--- src/rtl/out_port_fsm_pkg.sv ---
// Shared constants for the per-opcode instruction FSMs: opcodes, state encodings
// and the one-hot general-register output-enable codes.
package out_port_fsm_pkg;

  localparam logic [3:0] OPCODE_LDI_LO = 4'b0100;
  localparam logic [3:0] OPCODE_LDI_HI = 4'b0101;
  localparam logic [3:0] OPCODE_OUT    = 4'b0110;

  typedef enum logic [2:0] {
    ST_IDLE  = 3'd0,
    ST_PCINC = 3'd1,
    ST_READ  = 3'd2,
    ST_VALID = 3'd3,
    ST_DONE  = 3'd4,
    ST_HOLD  = 3'd5
  } state_t;

  localparam logic [3:0] SEL_NONE = 4'b0000;
  localparam logic [3:0] SEL_R0   = 4'b1000;
  localparam logic [3:0] SEL_R1   = 4'b0100;
  localparam logic [3:0] SEL_R2   = 4'b0010;
  localparam logic [3:0] SEL_R3   = 4'b0001;

  function automatic logic [3:0] reg_onehot(input logic [1:0] idx);
    logic [3:0] sel;
    case (idx)
      2'd0:    sel = SEL_R0;
      2'd1:    sel = SEL_R1;
      2'd2:    sel = SEL_R2;
      default: sel = SEL_R3;
    endcase
    return sel;
  endfunction

endpackage

--- src/rtl/out_port_fsm_reg_sel_decoder.sv ---
// Maps a 6-bit general-register index onto the one-hot output-enable lines;
// indices above R3 give no select and a cleared valid flag.
module reg_sel_decoder
  import out_port_fsm_pkg::*;
(
  input  logic [5:0] idx,
  output logic [3:0] onehot,
  output logic       valid
);

  assign valid  = (idx[5:2] == 4'd0);
  assign onehot = valid ? reg_onehot(idx[1:0]) : SEL_NONE;

endmodule

--- src/rtl/out_port_fsm.sv ---
// OUT instruction FSM: enables one general register onto the bus, latches the
// value and offers it to the output port through a valid/ready handshake.
module out_port_fsm #(
  parameter logic [3:0]  OPCODE_OUT    = out_port_fsm_pkg::OPCODE_OUT,
  parameter int unsigned READY_TIMEOUT = 255,
  parameter int unsigned DATA_W        = 16
) (
  input  logic              clk,
  input  logic              rst,
  input  logic [15:0]       instruction,
  input  logic [DATA_W-1:0] bus_in,
  input  logic              port_ready,
  output logic [3:0]        rxOut,
  output logic              pcInc,
  output logic [DATA_W-1:0] port_data,
  output logic              port_valid,
  output logic              done,
  output logic              err
);
  import out_port_fsm_pkg::*;

  localparam int unsigned TMR_W = (READY_TIMEOUT == 0) ? 1 : $clog2(READY_TIMEOUT + 1);
  localparam logic [TMR_W-1:0] TMR_LAST = TMR_W'(READY_TIMEOUT - 1);

  state_t           state;
  logic [TMR_W-1:0] timer;
  logic             err_flag;
  logic             op_hit;
  logic             sel_valid;
  logic [3:0]       sel_onehot;
  logic             timed_out;
  logic             unused_bits;

  function automatic logic [TMR_W-1:0] sat_inc(input logic [TMR_W-1:0] t);
    return (t == {TMR_W{1'b1}}) ? t : t + TMR_W'(1);
  endfunction

  assign op_hit      = (instruction[15:12] == OPCODE_OUT);
  assign timed_out   = (READY_TIMEOUT != 0) && (timer == TMR_LAST);
  assign unused_bits = &{1'b0, instruction[5:0]};

  reg_sel_decoder u_sel (
    .idx    (instruction[11:6]),
    .onehot (sel_onehot),
    .valid  (sel_valid)
  );

  // Outputs are assigned together with the state they belong to, so each is a
  // registered Moore output of the state being entered.
  always_ff @(posedge clk or negedge rst) begin
    if (!rst) begin
      state      <= ST_IDLE;
      rxOut      <= SEL_NONE;
      pcInc      <= 1'b0;
      port_valid <= 1'b0;
      done       <= 1'b0;
      err        <= 1'b0;
      err_flag   <= 1'b0;
      timer      <= '0;
      port_data  <= '0;
    end else begin
      rxOut <= SEL_NONE;
      pcInc <= 1'b0;
      done  <= 1'b0;
      err   <= 1'b0;
      case (state)
        ST_IDLE: begin
          if (op_hit) begin
            state <= ST_PCINC;
            pcInc <= 1'b1;
          end
        end
        ST_PCINC: begin
          if (!op_hit) begin
            state <= ST_IDLE;
          end else if (sel_valid) begin
            state <= ST_READ;
            rxOut <= sel_onehot;
          end else begin
            state    <= ST_DONE;
            err_flag <= 1'b1;
            done     <= 1'b1;
            err      <= 1'b1;
          end
        end
        ST_READ: begin
          if (!op_hit) begin
            state <= ST_IDLE;
          end else begin
            state      <= ST_VALID;
            port_valid <= 1'b1;
            port_data  <= bus_in;
            timer      <= '0;
          end
        end
        // The opcode is deliberately not consulted here: a started handshake always finishes.
        ST_VALID: begin
          if (port_ready || timed_out) begin
            state      <= ST_DONE;
            port_valid <= 1'b0;
            done       <= 1'b1;
            err        <= err_flag | ~port_ready;
            err_flag   <= err_flag | ~port_ready;
          end else begin
            timer <= sat_inc(timer);
          end
        end
        ST_DONE: begin
          state    <= op_hit ? ST_HOLD : ST_IDLE;
          err_flag <= 1'b0;
        end
        ST_HOLD: begin
          if (!op_hit) state <= ST_IDLE;
        end
        default: state <= ST_IDLE;
      endcase
    end
  end

endmodule

--- config.mk ---
export PLATFORM = sky130hd
export DESIGN_NAME = out_port_fsm
export DESIGN_NICKNAME = d
export VERILOG_FILES = /design/src/rtl/out_port_fsm_pkg.sv /design/src/rtl/out_port_fsm_reg_sel_decoder.sv /design/src/rtl/out_port_fsm.sv
export SDC_FILE = /design/constraint.sdc
export NUM_CORES = 1
export LEC_CHECK = 0
export CAP_MARGIN = 0
export CORE_UTILIZATION = 44
export DETAILED_ROUTE_END_ITERATION = 8
export HOLD_SLACK_MARGIN = 0.05
export PLACE_DENSITY = 0.87
export SLEW_MARGIN = 40
export SYNTH_ARGS = -nofsm -noshare
export SYNTH_HDL_FRONTEND = slang
export SYNTH_SLANG_ARGS = --single-unit
--- constraint.sdc ---
create_clock -name clk -period 2.29 [get_ports clk]
set_clock_uncertainty 0.15 [all_clocks]
set_input_delay 0.5725 -clock clk [delete_from_list [all_inputs] [get_ports clk]]
set_output_delay 0.5725 -clock clk [all_outputs]
set_load 0.005 [all_outputs]
==> results of run 1 <==
==> metal layers <==
metal  routed length [um]  part of all wire [%]  vias up  global-route usage (%)
met4                   37                   1.1        0                   6.105
met2                 1568                    46       52                   31.25
met3                  191                   5.6        7                   5.474
met1                 1630                    48      683                   24.16
met5                    0                     0        -                       0
li1                     -                     -      708                       -
==> placed cells by master (no fill, tap or decap), types with 3 or more instances in the layout <==
cell type        count
clkdlybuf4s50_1     52
a21oi_1              7
nor2_1               5
buf_4                8
clkbuf_8             5
a21o_1               3
inv_1                5
nor3_1               6
nand2_1             53
nand3_1             10
dfrtp_1             36
==> final cells by class <==
cell class,instances,area share [%]
Inverter,6,0.9615
Timing Repair Buffer,61,25.64
Clock inverter,3,0.8013
Tap cell,46,2.457
Sequential cell,36,38.46
Multi-Input combinational cell,121,28.74
Clock buffer,5,2.938
==> kinds of logic (layout without fill, tap and decap cells) <==
family / after synthesis / in the layout / synth area share (%)
and+or+nand+nor: 94 / 94 / 28.56
DFF: 36 / 36 / 55.43
AOI/OAI and AO/OA: 24 / 24 / 10.62
buffers and inverters: 13 / 75 / 3.156
adders and majority gates: 2 / 2 / 1.539
muxes: 1 / 1 / 0.6928
==> how the worst max path moves through the flow <==
stage          slack [ns]            endpoint      startpoint
2_1_floorplan        0.21  rxOut[2]$_DFF_PN0_  instruction[9]
5_1_grt              0.03  rxOut[2]$_DFF_PN0_  instruction[9]
3_3_place_gp        -0.21  rxOut[2]$_DFF_PN0_  instruction[9]
4_1_cts              0.06  rxOut[2]$_DFF_PN0_  instruction[9]
6_report             0.06  rxOut[2]$_DFF_PN0_  instruction[9]
3_5_place_dp        -0.24  rxOut[2]$_DFF_PN0_  instruction[9]
==> power by group through the flow <==
| stage | Combinational (mW) | Sequential (mW) | Clock [mW] |
|---|---|---|---|
| 6_report | 0.0937 | 0.646 | 0.439 |
| 3_3_place_gp | 0.0939 | 0.658 | 0 |
| 5_1_grt | 0.103 | 0.647 | 0.479 |
| 4_1_cts | 0.0953 | 0.646 | 0.453 |
| 3_5_place_dp | 0.0950 | 0.659 | 0 |
| 2_1_floorplan | 0.0135 | 0.659 | 0 |
==> per-stage QoR <==
step	instance area, sq um	worst slack [ns]	instances	hold WS, ns	util, %
detailed placement	2255	-0.2387	270	0.3133	65.50
CTS	2342	0.06098	278	0.3309	68.05
global route	2342	0.03397	278	0.3588	68.05
global placement	2255	-0.2086	270	0.3059	65.50
floorplan	1625	0.2128	170	0.1269	-
finish	2342	0.06059	278	0.3248	68.05
==> worst max-delay path: stages <==
cell	delay [ns]
clkdlybuf4s50_1	0.40
or4_4	0.54
or4b_4	0.58
nor3b_2	0.20
==> state kept, by name, summed over array words and instances, names as in the netlist <==
signal,count
done,1
err_flag,1
rxOut,4
pcInc,1
err,1
state,3
port_data,16
port_valid,1
timer,8
==> qor.yml, run 1 <==
timing:
  setup_viol: 0
  fin_crit_sh_pct: 97.35
  fmax_ghz: 0.4485
  hold_viol: 0
  rsz0062_at_grt: "no"
  slew_headroom_pct: 70.91
  drv_slew: 0
  setup_tns_ns: 0
  finalCriticalPeriod_ns: 2.229
  max_slew.worst_pin.slew_ns: 0.4364
critical_path:
  critPathArrivalTime_ns: 2.29
  cp_max_fo: 5
  timing_worst_setup_path_type: "input port to flop"
  worst_setup_path_end_kind: "flop"
  rrSetupSlack_ns: 0.37
  timing.rr.start: "state[2]$_DFFE_PN0P_"
  start_kind: "input port"
  r2r_cells: 4
  worstReg2RegEnd: "timer[5]$_DFFE_PN0P_"
  worstPathRequired_ns: 2.35
pwr:
  p_int_uw: 916.0
  ir_drop_mv: 0.3630
  seqPwrFrac_pct: 54.8
  power.density_mw_per_mm2: 503.2
  netSwitchingFraction_pct: 22.28
  p_comb_share_pct: 8.0
  power_mw: 1.179
  net-switching-power_uw: 262.6
  leakage_nw: 1.114
  p_clk_share_pct: 37.2
hold_path:
  worstHoldPathType: "flop to flop"
  hold_end: "port_data[14]$_DFFE_PN0P_"
  holdPathStages: 2
  holdCritStartpoint: "port_data[14]$_DFFE_PN0P_"
synthesis:
  synth_edf_count: 0
  ys_seq_elements: 36
  yosys_warnings: 0
  synth.cell_area_sq_mm: 0.001625
  synthTopCellsByCount: "nand2_1 (53), dfrtp_1 (36), nand3_1 (10)"
  yosys_most_used_dff: "dfrtp_1"
  synth_most_common_cell: "nand2_1"
  syn_inst: 170
  yosys.area.top_type: "dfrtp_1"
  synth_nets: 207
  synth_top_area_share_pct: 55.43
  synthArstFlopShare_pct: 100.0
  synth.distinct_cells: 38
  yosysSeqAreaShare_pct: 55.43
  synthTopCellsByArea: "dfrtp_1 (55%), nand2_1 (12%), nand3_1 (3.1%)"
  syn_area_per_cell_sq_um: 9.561
grt:
  antenna_found_initial: 0
  grt_use_total_pct: 19.05
  grt_pass1_vias: 1341
  grt.overflow.total: 0
  grt_start_max_net_pins: 37
  grt_pass1_wl_um: 5865
route:
  vias: 1450
  drc_errors: 0
  detail-route-antenna-nets: 0
  drtPass1Iterations: 4
  wl_per_cell_um: 12.33
  drt_iter0_markers: 46
  wl_um: 3428
  viasPerCell: 5.216
clock_tree:
  post_cts_buffers: 0
  clk_pin_slew_ns: 0.07
  clk_latency_ns: 0.29
  cts_buffers: 5
  cts_buffer_depth: 2
  cts_root_buffer: "clkbuf_8"
  post_cts_resized: 0
  clock-sinks: 36
  htree_levels: 2
  cts_tree: "yes"
  hold_buffers: 0
placement:
  portBuffers: 52
  gp_congestion: 0.8107
  post-dp-hpwl_um: 2416
floorplan:
  start_util_pct: 47.22
  die_y_um: 62.78
  core-area_sq_mm: 0.003442
  dieArea_sq_mm: 0.003941
  die_x_um: 62.78
  io_pins: 59
  num_rows: 21
layout:
  final_layout_size_suffix_gt1_share_pct: 10.78
  multi_input_area_sq_um: 673.1
  insertedDiodeCount: 0
  fillCellCount: 283
  syn_to_final_growth_pct: 44.11
  seq_area_sq_um: 900.9
  layout.nets: 268
run:
  cap_violations: 0
outcome:
  outcome: "complete, no violations"
Note: power is estimated with default switching activity, not from simulation.
==> inputs of run 2 (changes only) <==
--- a/config.mk
+++ b/config.mk
@@ -10,6 +10,7 @@
 export DETAILED_ROUTE_END_ITERATION = 8
 export HOLD_SLACK_MARGIN = 0.05
 export PLACE_DENSITY = 0.87
+export RECOVER_POWER = 100
 export SLEW_MARGIN = 40
 export SYNTH_ARGS = -nofsm -noshare
 export SYNTH_HDL_FRONTEND = slang
==> run 2 against run 1 <==
Sequential power about the same. Final area is 0.75% lower. Combinational power shrank 4.6%. Setup slack improved by 0.0082 ns. Critical path depth unchanged. Final cell count unchanged. Largest power group unchanged.
==> qor.yml, run 2 (synthesis results as in run 1) <==
clock_tree:
  cts_buffers: 5  # unchanged
  clk_pin_slew_ns: 0.07  # about the same
  cts_tree: "yes"
  hold_buffers: 0  # unchanged
  post_cts_resized: 0  # unchanged
  clock-sinks: 36  # unchanged
  cts_root_buffer: "clkbuf_8"
  cts_buffer_depth: 2  # unchanged
  clk_latency_ns: 0.29  # about the same
  post_cts_buffers: 0  # unchanged
  htree_levels: 2  # unchanged
critical_path:
  r2r_cells: 4  # unchanged
  start_kind: "input port"
  worst_setup_path_end_kind: "flop"
  crit_buf_inv: 1  # unchanged
  worstReg2RegEnd: "timer[5]$_DFFE_PN0P_"
  crit_slowest_cell: "or4b_4"
  critPathArrivalTime_ns: 2.28  # about the same
  cp_top_family: "simple AND/OR/NAND/NOR gates"
  crit_path_cell_trace: "clkdlybuf4s50_1 > or4_4 > or4b_4 > nor3b_2"
  crit_path_max_incr_delay_ns: 0.57  # about the same
  rrSetupSlack_ns: 0.38  # about the same
  timing.rr.start: "state[2]$_DFFE_PN0P_"
  timing_worst_setup_path_type: "input port to flop"
  worstPathRequired_ns: 2.35  # about the same
  cp_max_fo: 5  # unchanged
layout:
  syn_to_final_growth_pct: 43.03
  layout.nets: 268  # unchanged
  layout_commonest_cell: "nand2_1"
  largest_reg_flops: 16  # unchanged
  final_cell_mix: "nand2_1 (53), dfrtp_1 (36), clkdlybuf4s50_1 (27), dlygate4sd3_1 (25), nand3_1 (10)"
  stdcell_count: 278  # unchanged
  final_util_pct: 67.54  # -0.51 points
  largest-register: "port_data"
  final_layout_size_suffix_gt1_share_pct: 9.052  # -1.7 points
  fin_area_sq_mm: 0.002325  # -0.75%
  insertedDiodeCount: 0  # unchanged
  top_regs: "port_data: 16 flops, timer: 8 flops, rxOut: 4 flops"
floorplan:
  num_rows: 21  # unchanged
  start_util_pct: 47.22  # unchanged
  die_x_um: 62.78  # unchanged
  io_pins: 59  # unchanged
  die_y_um: 62.78  # unchanged
  dieArea_sq_mm: 0.003941  # unchanged
  core-area_sq_mm: 0.003442  # unchanged
grt:
  grt_use_total_pct: 19.05  # unchanged
  antenna_found_initial: 0  # unchanged
  grt_pass1_wl_um: 5865  # unchanged
  grt_pass1_vias: 1341  # unchanged
  grt_start_max_net_pins: 37  # unchanged
  grt.overflow.total: 0  # unchanged
hold_path:
  holdCritStartpoint: "port_data[14]$_DFFE_PN0P_"
  worstHoldPathType: "flop to flop"
  hold_end: "port_data[14]$_DFFE_PN0P_"
  holdPathStages: 2  # unchanged
pwr:
  leakage_nw: 1.191  # +6.9%
  power.density_mw_per_mm2: 505.1  # +0.36%
  power_mw: 1.174  # -0.39%
  ir_drop_mv: 0.3628  # about the same
timing:
  finalCriticalPeriod_ns: 2.221  # -0.008178 ns
  fmax_ghz: 0.4502  # +0.37%
  rsz0062_at_grt: "no"
  fin_crit_sh_pct: 97.00  # -0.36 points
  hold_viol: 0  # unchanged
  slew_headroom_pct: 43.02  # -28 points
  setup_tns_ns: 0  # unchanged
  setup_viol: 0  # unchanged
  max_slew.worst_pin.slew_ns: 0.8547  # +0.4183 ns
  drv_slew: 0  # unchanged
  whs_ns: 0.3195  # -0.005259 ns
  timing.final.ws_setup_ns: 0.06877  # +0.008178 ns
route:
  wl_per_cell_um: 12.18  # -1.2%
  detail-route-antenna-nets: 0  # unchanged
  vias: 1441  # -0.62%
  drc_errors: 0  # unchanged
  wl_um: 3386  # -1.2%
  drt_iter0_markers: 50  # +8.7%
  drtPass1Iterations: 4  # unchanged
  viasPerCell: 5.183  # -0.62%
placement:
  placed_area_sq_mm: 0.002255  # unchanged
  post-dp-hpwl_um: 2416  # unchanged
  portBuffers: 52  # unchanged
  gp_congestion: 0.8107  # unchanged
  dp_cells: 270  # unchanged
  post-place-ws_ns: -0.2387  # unchanged
outcome:
  outcome: "complete, no violations"
run:
  cap_violations: 0  # unchanged
run 2: cell types whose count changed in the layout (fill, tap and decap cells not counted), sizes merged:
cell / previous run / this run
dlygate4sd3: 0 / 25
buf: 9 / 4
clkdlybuf4s50: 52 / 27
clkbuf: 5 / 10
run 2: cell type report:
cell class	count	area (sq um)
flip-flops and latches	36	900.9
multi-input cells	121	668.1
fillers	287	1117
clock buffers	5	68.82
clock inverters	3	18.77
inverters	6	22.52
well taps	46	57.56
repair buffers	61	588.1
run 2: how the worst max path moves through the flow:
stage | startpoint | to | cells past startpoint
2_1_floorplan | instruction[9] | rxOut[2]$_DFF_PN0_ | 3
3_3_place_gp | instruction[9] | rxOut[2]$_DFF_PN0_ | 4
3_5_place_dp | instruction[9] | rxOut[2]$_DFF_PN0_ | 4
4_1_cts | instruction[9] | rxOut[2]$_DFF_PN0_ | 4
5_1_grt | instruction[12] | port_data[0]$_DFFE_PN0P_ | 6
6_report | instruction[9] | rxOut[2]$_DFF_PN0_ | 4
run 2: power breakdown:
| group | switching [mW] | leakage, nW | internal (mW) |
|---|---|---|---|
| logic | 0.0316 | 0.654 | 0.0579 |
| registers | 0.00346 | 0.490 | 0.643 |
| clock network | 0.227 | 0.0479 | 0.212 |
| total | 0.262 | 1.19 | 0.912 |
run 2: metal layers:
layer | track usage, % | part of all wire [%]
met1 | 24.16 | 47
met2 | 31.25 | 46
met3 | 5.474 | 6.5
met4 | 6.105 | 1.0
met5 | 0 | 0
run 2: tightest hold or removal path, cell delays in order (launching register included):
cell	delay [ns]
dfrtp_1	0.34
nand2_1	0.05
nand2_1	0.05
